[config.mk]
export PLATFORM = sky130hd
export DESIGN_NAME = mc_mdu
export DESIGN_NICKNAME = d
export VERILOG_FILES = /design/src/rtl/mc_mdu.sv
export SDC_FILE = /design/constraint.sdc
export NUM_CORES = 1
export LEC_CHECK = 0
export ABC_AREA = 0
export CAP_MARGIN = 20
export CORE_MARGIN = 8
export CORE_UTILIZATION = 35
export DETAILED_ROUTE_END_ITERATION = 10
export GPL_TIMING_DRIVEN = 0
export HOLD_SLACK_MARGIN = 0.06
export PLACE_DENSITY = 0.54
export RECOVER_POWER = 50
export SLEW_MARGIN = 15
export SYNTH_ARGS = -nofsm -noshare
export SYNTH_HDL_FRONTEND = slang
export SYNTH_SLANG_ARGS = --single-unit
[constraint.sdc]
create_clock -name clk -period 10.45 [get_ports clk]
set_input_delay 3.135 -clock clk [delete_from_list [all_inputs] [get_ports clk]]
set_output_delay 3.135 -clock clk [all_outputs]
set_load 0.01 [all_outputs]
[src/rtl/mc_mdu.sv]
// mc_mdu -- iterative multiply/divide unit with HI/LO registers.
//
// Executes MULTU/MULT/DIVU/DIV on WIDTH-bit operands over WIDTH+1 clock
// edges (shift-add multiply, restoring divide, one bit per cycle). Signed
// operations run on absolute values; the signs are reapplied in a final
// FIX cycle. HI/LO are also writable directly (MTHI/MTLO) while idle and
// are read combinationally (MFHI/MFLO).
//
// Optional build macro: MDU_FAST_MUL_EN
//   defined   -> MULT/MULTU use a single-cycle multiplier (one CALC cycle)
//   undefined -> every operation is iterative; no multiplier is inferred
//
// Ports:
//   clk     clock, all state updates on the rising edge
//   rst     asynchronous active-low reset
//   start   launch an operation (sampled only while idle)
//   op      00 MULTU, 01 MULT, 10 DIVU, 11 DIV
//   a, b    rs / rt operands
//   cancel  abort an in-flight operation, HI/LO untouched
//   hi_we   MTHI write strobe (idle only)
//   lo_we   MTLO write strobe (idle only)
//   wdata   MTHI/MTLO data
//   busy    operation in flight
//   done    one-cycle pulse, new HI/LO visible in this cycle
//   hi, lo  HI / LO registers
module mc_mdu #(
  parameter  int WIDTH = 32,
  localparam int CW    = $clog2(WIDTH + 1)
) (
  input  logic             clk,
  input  logic             rst,
  input  logic             start,
  input  logic [1:0]       op,
  input  logic [WIDTH-1:0] a,
  input  logic [WIDTH-1:0] b,
  input  logic             cancel,
  input  logic             hi_we,
  input  logic             lo_we,
  input  logic [WIDTH-1:0] wdata,
  output logic             busy,
  output logic             done,
  output logic [WIDTH-1:0] hi,
  output logic [WIDTH-1:0] lo
);

  localparam logic [1:0] S_IDLE = 2'd0;
  localparam logic [1:0] S_CALC = 2'd1;
  localparam logic [1:0] S_FIX  = 2'd2;

  logic [1:0]         state_reg;
  logic [CW-1:0]      cnt_reg;
  // Multiply: {partial product high, multiplier bits still to consume}.
  // Divide:   {partial remainder, dividend bits shifting into quotient}.
  logic [2*WIDTH-1:0] acc_reg;
  logic [WIDTH-1:0]   opnd_reg;   // multiplicand or divisor (absolute value)
  logic               is_div_reg;
  logic               neg_q_reg;  // negate product / quotient
  logic               neg_r_reg;  // negate remainder (dividend sign)
  logic               div0_reg;
  logic [WIDTH-1:0]   hi_reg;
  logic [WIDTH-1:0]   lo_reg;
  logic               done_reg;

  // ---------------- launch decode ----------------
  logic             op_div;
  logic             a_neg;
  logic             b_neg;
  logic [WIDTH-1:0] a_abs;
  logic [WIDTH-1:0] b_abs;
  logic [CW-1:0]    launch_cnt;

  assign op_div = op[1];
  assign a_neg  = op[0] & a[WIDTH-1];
  assign b_neg  = op[0] & b[WIDTH-1];
  // MININT maps onto itself, which read as unsigned is its true magnitude.
  assign a_abs  = a_neg ? -a : a;
  assign b_abs  = b_neg ? -b : b;

`ifdef MDU_FAST_MUL_EN
  assign launch_cnt = op_div ? CW'(WIDTH) : CW'(1);
`else
  assign launch_cnt = CW'(WIDTH);
`endif

  // ---------------- iteration datapath ----------------
  logic [2*WIDTH-1:0] mul_next;
  logic [WIDTH:0]     rem_shift;
  logic [WIDTH:0]     rem_diff;
  logic [2*WIDTH-1:0] div_next;
  logic [2*WIDTH-1:0] acc_next;

`ifdef MDU_FAST_MUL_EN
  always_comb begin
    mul_next = {{WIDTH{1'b0}}, opnd_reg} * {{WIDTH{1'b0}}, acc_reg[WIDTH-1:0]};
  end
`else
  logic [WIDTH:0] mul_sum;

  // Add the multiplicand when the current multiplier bit is set, then shift
  // the whole accumulator right; the carry lands in the top bit.
  always_comb begin
    mul_sum  = {1'b0, acc_reg[2*WIDTH-1:WIDTH]}
             + {1'b0, (acc_reg[0] ? opnd_reg : {WIDTH{1'b0}})};
    mul_next = {mul_sum, acc_reg[WIDTH-1:1]};
  end
`endif

  // Restoring divide step: shift the next dividend bit into the remainder
  // and try to subtract. Bit WIDTH of the difference is the borrow, because
  // the shifted remainder is always below twice the divisor.
  always_comb begin
    rem_shift = acc_reg[2*WIDTH-1:WIDTH-1];
    rem_diff  = rem_shift - {1'b0, opnd_reg};
    if (rem_diff[WIDTH]) begin
      div_next = {rem_shift[WIDTH-1:0], acc_reg[WIDTH-2:0], 1'b0};
    end else begin
      div_next = {rem_diff[WIDTH-1:0], acc_reg[WIDTH-2:0], 1'b1};
    end
    acc_next = is_div_reg ? div_next : mul_next;
  end

  // ---------------- sign fix-up ----------------
  logic [2*WIDTH-1:0] prod_fix;
  logic [WIDTH-1:0]   quot;
  logic [WIDTH-1:0]   rem;
  logic [WIDTH-1:0]   quot_fix;
  logic [WIDTH-1:0]   rem_fix;
  logic [WIDTH-1:0]   fix_hi;
  logic [WIDTH-1:0]   fix_lo;

  // With a zero divisor the remainder already equals |a|, so the ordinary
  // remainder sign rule restores the original a; only LO needs forcing.
  always_comb begin
    prod_fix = neg_q_reg ? -acc_reg : acc_reg;
    quot     = acc_reg[WIDTH-1:0];
    rem      = acc_reg[2*WIDTH-1:WIDTH];
    quot_fix = div0_reg ? {WIDTH{1'b1}} : (neg_q_reg ? -quot : quot);
    rem_fix  = neg_r_reg ? -rem : rem;
    fix_hi   = is_div_reg ? rem_fix  : prod_fix[2*WIDTH-1:WIDTH];
    fix_lo   = is_div_reg ? quot_fix : prod_fix[WIDTH-1:0];
  end

  // ---------------- control ----------------
  always_ff @(posedge clk or negedge rst) begin
    if (!rst) begin
      state_reg  <= S_IDLE;
      cnt_reg    <= '0;
      acc_reg    <= '0;
      opnd_reg   <= '0;
      is_div_reg <= 1'b0;
      neg_q_reg  <= 1'b0;
      neg_r_reg  <= 1'b0;
      div0_reg   <= 1'b0;
      hi_reg     <= '0;
      lo_reg     <= '0;
      done_reg   <= 1'b0;
    end else begin
      done_reg <= 1'b0;
      case (state_reg)
        S_IDLE: begin
          if (hi_we) hi_reg <= wdata;
          if (lo_we) lo_reg <= wdata;
          if (start) begin
            is_div_reg <= op_div;
            neg_q_reg  <= a_neg ^ b_neg;
            neg_r_reg  <= a_neg;
            div0_reg   <= op_div & (b == '0);
            cnt_reg    <= launch_cnt;
            if (op_div) begin
              acc_reg  <= {{WIDTH{1'b0}}, a_abs};
              opnd_reg <= b_abs;
            end else begin
              acc_reg  <= {{WIDTH{1'b0}}, b_abs};
              opnd_reg <= a_abs;
            end
            state_reg <= S_CALC;
          end
        end
        S_CALC: begin
          if (cancel) begin
            state_reg <= S_IDLE;
          end else begin
            acc_reg <= acc_next;
            cnt_reg <= cnt_reg - CW'(1);
            if (cnt_reg == CW'(1)) state_reg <= S_FIX;
          end
        end
        S_FIX: begin
          // cancel wins over completion in the same cycle
          if (!cancel) begin
            hi_reg   <= fix_hi;
            lo_reg   <= fix_lo;
            done_reg <= 1'b1;
          end
          state_reg <= S_IDLE;
        end
        default: state_reg <= S_IDLE;
      endcase
    end
  end

  assign busy = (state_reg != S_IDLE);
  assign done = done_reg;
  assign hi   = hi_reg;
  assign lo   = lo_reg;

endmodule

Word level (Yosys, flattened, before mapping)
Index checks and enable logic that the tools add are counted.
{"block": "op_classes", "add_sub_neg": 8, "n_eq_ne": 9, "n_mux": 31, "n_bitwise": 4, "n_reduce_logical": 10}
{"operator": "32-bit 2-to-1 mux", "count": 14}
{"operator": "64-bit 2-to-1 mux", "count": 5}
{"operator": "32-bit negator", "count": 4}
{"operator": "32-bit case mux with 2 select lines", "count": 2}
{"operator": "64-bit case mux with 2 select lines", "count": 1}
{"operator": "64-bit negator", "count": 1}
{"operator": "32-bit by 32-bit adder with 33-bit output", "count": 1}
{"operator": "33-bit by 32-bit subtractor with 33-bit output", "count": 1}
{"operator": "32-bit zero test", "count": 1}
{"operator": "6-bit 2-to-1 mux", "count": 2}
{"operator": "6-bit case mux with 2 select lines", "count": 1}
{"operator": "2-bit != test, second input constant", "count": 5}
{"operator": "3-bit AND reduction", "count": 3}
{"operator": "6-bit by 1-bit equality test with 1-bit output, second input constant", "count": 1}
{"operator": "2-bit 2-to-1 mux", "count": 3}
{"operator": "2-bit nonzero test", "count": 3}
{"operator": "6-bit by 1-bit subtractor with 6-bit output, second input constant", "count": 1}
{"operator": "2-bit case mux with 2 select lines", "count": 1}
{"operator": "2-bit AND reduction", "count": 2}
{"operator": "1-bit AND", "count": 3}
{"operator": "3-bit != test, second input constant", "count": 1}
{"operator": "2-bit by 1-bit equality test with 1-bit output, second input constant", "count": 1}
{"operator": "2-bit equality test, second input constant", "count": 1}
{"operator": "2-bit zero test", "count": 1}
{"operator": "other kinds (2)", "count": 3}
{"block": "totals", "reg_bits": 173, "in_bits": 104, "out_inout_bits": 66, "word_cells": 73}

Depth between registers and ports, before layout
{"block": "logic_depth", "word_depth": 6, "ltp_mapped": 16, "mapped_depth_nobuf": 14}

Least setup slack after synthesis
Ideal clock, no wire load.
{"block": "synth_path", "kind": "input -> register", "start": "in a[0]", "end": "reg opnd_reg[30]", "setup_time_ns": 0.095, "arrival_time_ns": 5.413, "required_ns": 10.355, "slack_ns": 4.942, "path_stages": 11, "n_path_buf": 0, "path_cell_list": "inv_1 ha_1 nor3b_1 nand3b_1 nor3_1 nand2_1 or4_1 o31a_1 xnor2_1 and2_1 o31ai_1"}
{"block": "synth_via", "elab_chain_len": 3}
{"item": "from (decl)", "line_no": "34", "text": "input logic [WIDTH-1:0] a,"}
{"item": "32-bit negator", "line_no": "76", "text": "assign a_abs = a_neg ? -a : a;"}
{"item": "32-bit 2-to-1 mux", "line_no": "76"}
{"item": "32-bit 2-to-1 mux", "line_no": "169", "text": "if (op_div) begin"}
{"item": "to (signal assigned)", "line_no": "171", "text": "opnd_reg <= b_abs;"}
{"item": "to (signal assigned)", "line_no": "174", "text": "opnd_reg <= a_abs;"}
{"item": "to (decl)", "line_no": "55", "text": "logic [WIDTH-1:0] opnd_reg;"}
Every way passes these cells.
A chain may end at the register's enable or synchronous reset.

==> results.md <==
- Status: finished, violations left
- Failing checks: max-capacitance violations, max-slew violations
- Synth Flop Type: dfrtp_1
- Post-Synthesis Cells: 1916
- Total GRT Usage: 24.7%
- Postcts setup bufs: 0
- M2 GR Usage: 40.0%
- R2R Path End: acc_reg[56]
- Pwr Total: 0.00485 W
- Reg2Reg Depth: 13
- GRT met3 Usage: 4.91%
- Clk_skew: 0.0128 ns
- Nets: 2282
- Final hold violations: 0
- Port Buffers: 169
- CTS tree: done
- Fin crit period: 7.55 ns
- Final Instance Count excl. Fillers: 2659
- RSZ-0062 raised after global routing: false
- Delay-heaviest family, CP: buffers and inverters
- Worst-path clk slew: 0.07 ns
- Clock Path Buffers: 2
- DR pass1 iterations: 7
- Worst EP arrival: 7.46 ns
- R2r setup slk: 5.36 ns
- Chip Width: 220 um
- Tcrit/Tclk final: 72.3%
- Sequential-to-total area share from yosys stat: 29.6%
- Max-cap check violation count: 2
- Final TNS setup: 0 ns
- Post-Syn Nets: 2092
- Netlist cell types: 66
- Routability Congestion: 0.952
- Drt total wl: 60900 um
- Critical path class: input port to async pin
- WP data required: 10.36 ns
- PostCTS Resize Cnt: 0
- Via count: 15200
- Final Max Slew Viols: 101
- Synth-to-layout area growth: 20.3%
- Hold Startpoint: hi[12]
- H-tree depth: 4
- VDD IR max: 0.000128 V
- Leakage power: 7.34 nW
- Slew @ Worst Pin: 2.98 ns
- CP Capture Point: acc_reg[3]
- First-pass GRT wire length: 90900 um
- CP Capture Type: async pin
- Power Dens Cells: 275 mW/mm^2
- Total die area: 0.0486 sq mm
- Cell Chain, Critical Path: clkbuf_1 > clkbuf_1
- Critical Path Stages: 2
- Hold Path Class: flop to flop
- Core Footprint: 0.0416 sq mm
- Area after DPL: 0.0171 sq mm
- Crit path buf inv count: 2
- Via-to-Cell Ratio: 5.73
- Site Rows: 75
- Share of layout cells above drive strength 1: 3.07%
- Slew HR: -98.6%
- Wire per inst: 22.9 um
- Cell area after layout: 0.0176 sq mm
- Initial antenna violation count: 1
- GR Util met1: 32.7%
- Initial DRC count: 1295
- Die height: 220 um
- EDFF count, synth: 0
- Starting Density: 35.2%
- Mapped cell area: 0.0146 sq mm
- Cell mode on critical path: clkbuf_1
- Drt drc: 0
- DP HPWL: 49400 um
- Largest register FFs: 64
- Vias in the first global route: 15000
- Crit path from: rst
- Placed Cells: 2626
- R2r startpoint: acc_reg[31]
- Largest net degree at the start of global routing: 76
- I/O pin cnt: 170
- Ys async rst share: 100%
- Syn avg cell area: 7.64 sq um
- Grt peak-use layer: met2
- Hold_ws: 0.479 ns
- Worst setup SP type: input port
- Yosys reg bits: 173
- Max FO, Critical Path: 51
- YS warnings: 0
- CTS buffer count: 17
- Finish-stage setup viols: 0
- Post-route ant nets: 0
- CTS hold repair buffers: 0
- Clk sinks: 173
- Latest clock arrival within the worst-skew pair: 0.46 ns
- GRT Residual Overflow: 0
- CP peak stage delay: 2.22 ns
- Max Fclk: 0.132 GHz
- Clk root buf: clkbuf_16
- Slowest cell on crit path: clkbuf_1
Yosys cell counts, types with 15 or more instances:
library cell    n  area [sq um]
a21o_1         33           248
a21oi_1       217          1090
mux2i_1        51           510
xor2_1         59           517
a31oi_1        20           125
a211oi_1       15           113
o21ai_0       179           896
nor2_1        212           796
or3_1          18           113
clkbuf_1      106           398
o22ai_1        34           213
nor4_1         19           119
xnor2_1       112           981
inv_1          68           255
o31ai_1        26           195
ha_1           70           876
nor3_1         36           180
nand2_1       219           822
dfrtp_1       173          4330
o211ai_1       15           113
nand3_1        31           155
metrics by stage:
step / utilization (%) / setup slack (ns)
final: 42.3 / 2.90
after global routing: 42.3 / 1.95
after CTS: 42.4 / 4.01
after detailed placement: 41.0 / 3.57
after global placement: 40.9 / -1.44
after floorplan: - / 4.94
metal layers:
| metal | wire length [um] | share of wire [%] |
|---|---|---|
| met1 | 27600 | 45 |
| met4 | 1690 | 2.8 |
| met5 | 0 | 0 |
| met3 | 3960 | 6.5 |
| met2 | 27600 | 45 |
cells in the final DEF (no fill, tap or decap), types with 26 or more instances in the layout:
cell	Yosys	layout
nand2_1	219	219
a21oi_1	217	217
nor2_1	212	212
o21ai_0	179	179
dfrtp_1	173	173
clkdlybuf4s50_1	0	136
xnor2_1	112	112
clkbuf_1	106	109
ha_1	70	70
inv_1	68	68
xor2_1	59	59
mux2i_1	51	51
nor3_1	36	36
o22ai_1	34	34
a21o_1	33	33
dlygate4sd3_1	0	32
nand3_1	31	31
o31ai_1	26	26
cell families after synthesis:
family / synth area share, %
multiplexers: 3.87
adder cells (fa/ha/maj): 6.26
XOR/XNOR: 10.2
AND/OR/NAND/NOR: 19.3
flip-flops: 29.6
AO/OA/AOI/OAI: 26.0
buffers and inverters: 4.77
cell type report:
class,count,area (sq um)
antenna,1,2.50
buffer,117,443
clock buffer,21,470
clock inverter,11,104
fill,4309,24000
inverter,68,255
multi-input combinational,1558,9610
sequential,173,4330
tap,539,674
timing repair buffer,171,1720
report_power, final:
group          total [W]  internal [W]  switching [W]
Combinational    0.00299       0.00115        0.00184
Clock           0.000656      0.000350       0.000307
Sequential       0.00120      0.000909       0.000296
Total            0.00485       0.00241        0.00244
worst min path at each step:
stage / depth (start not counted) / slack (ns) / end
2_1_floorplan: 2 / 0.45 / opnd_reg[30]
3_3_place_gp: 2 / 0.46 / hi[10]
3_5_place_dp: 1 / 0.47 / hi[12]
4_1_cts: 1 / 0.48 / hi[12]
5_1_grt: 1 / 0.49 / hi[12]
6_report: 1 / 0.48 / hi[12]
(Power assumes the default switching activity.)
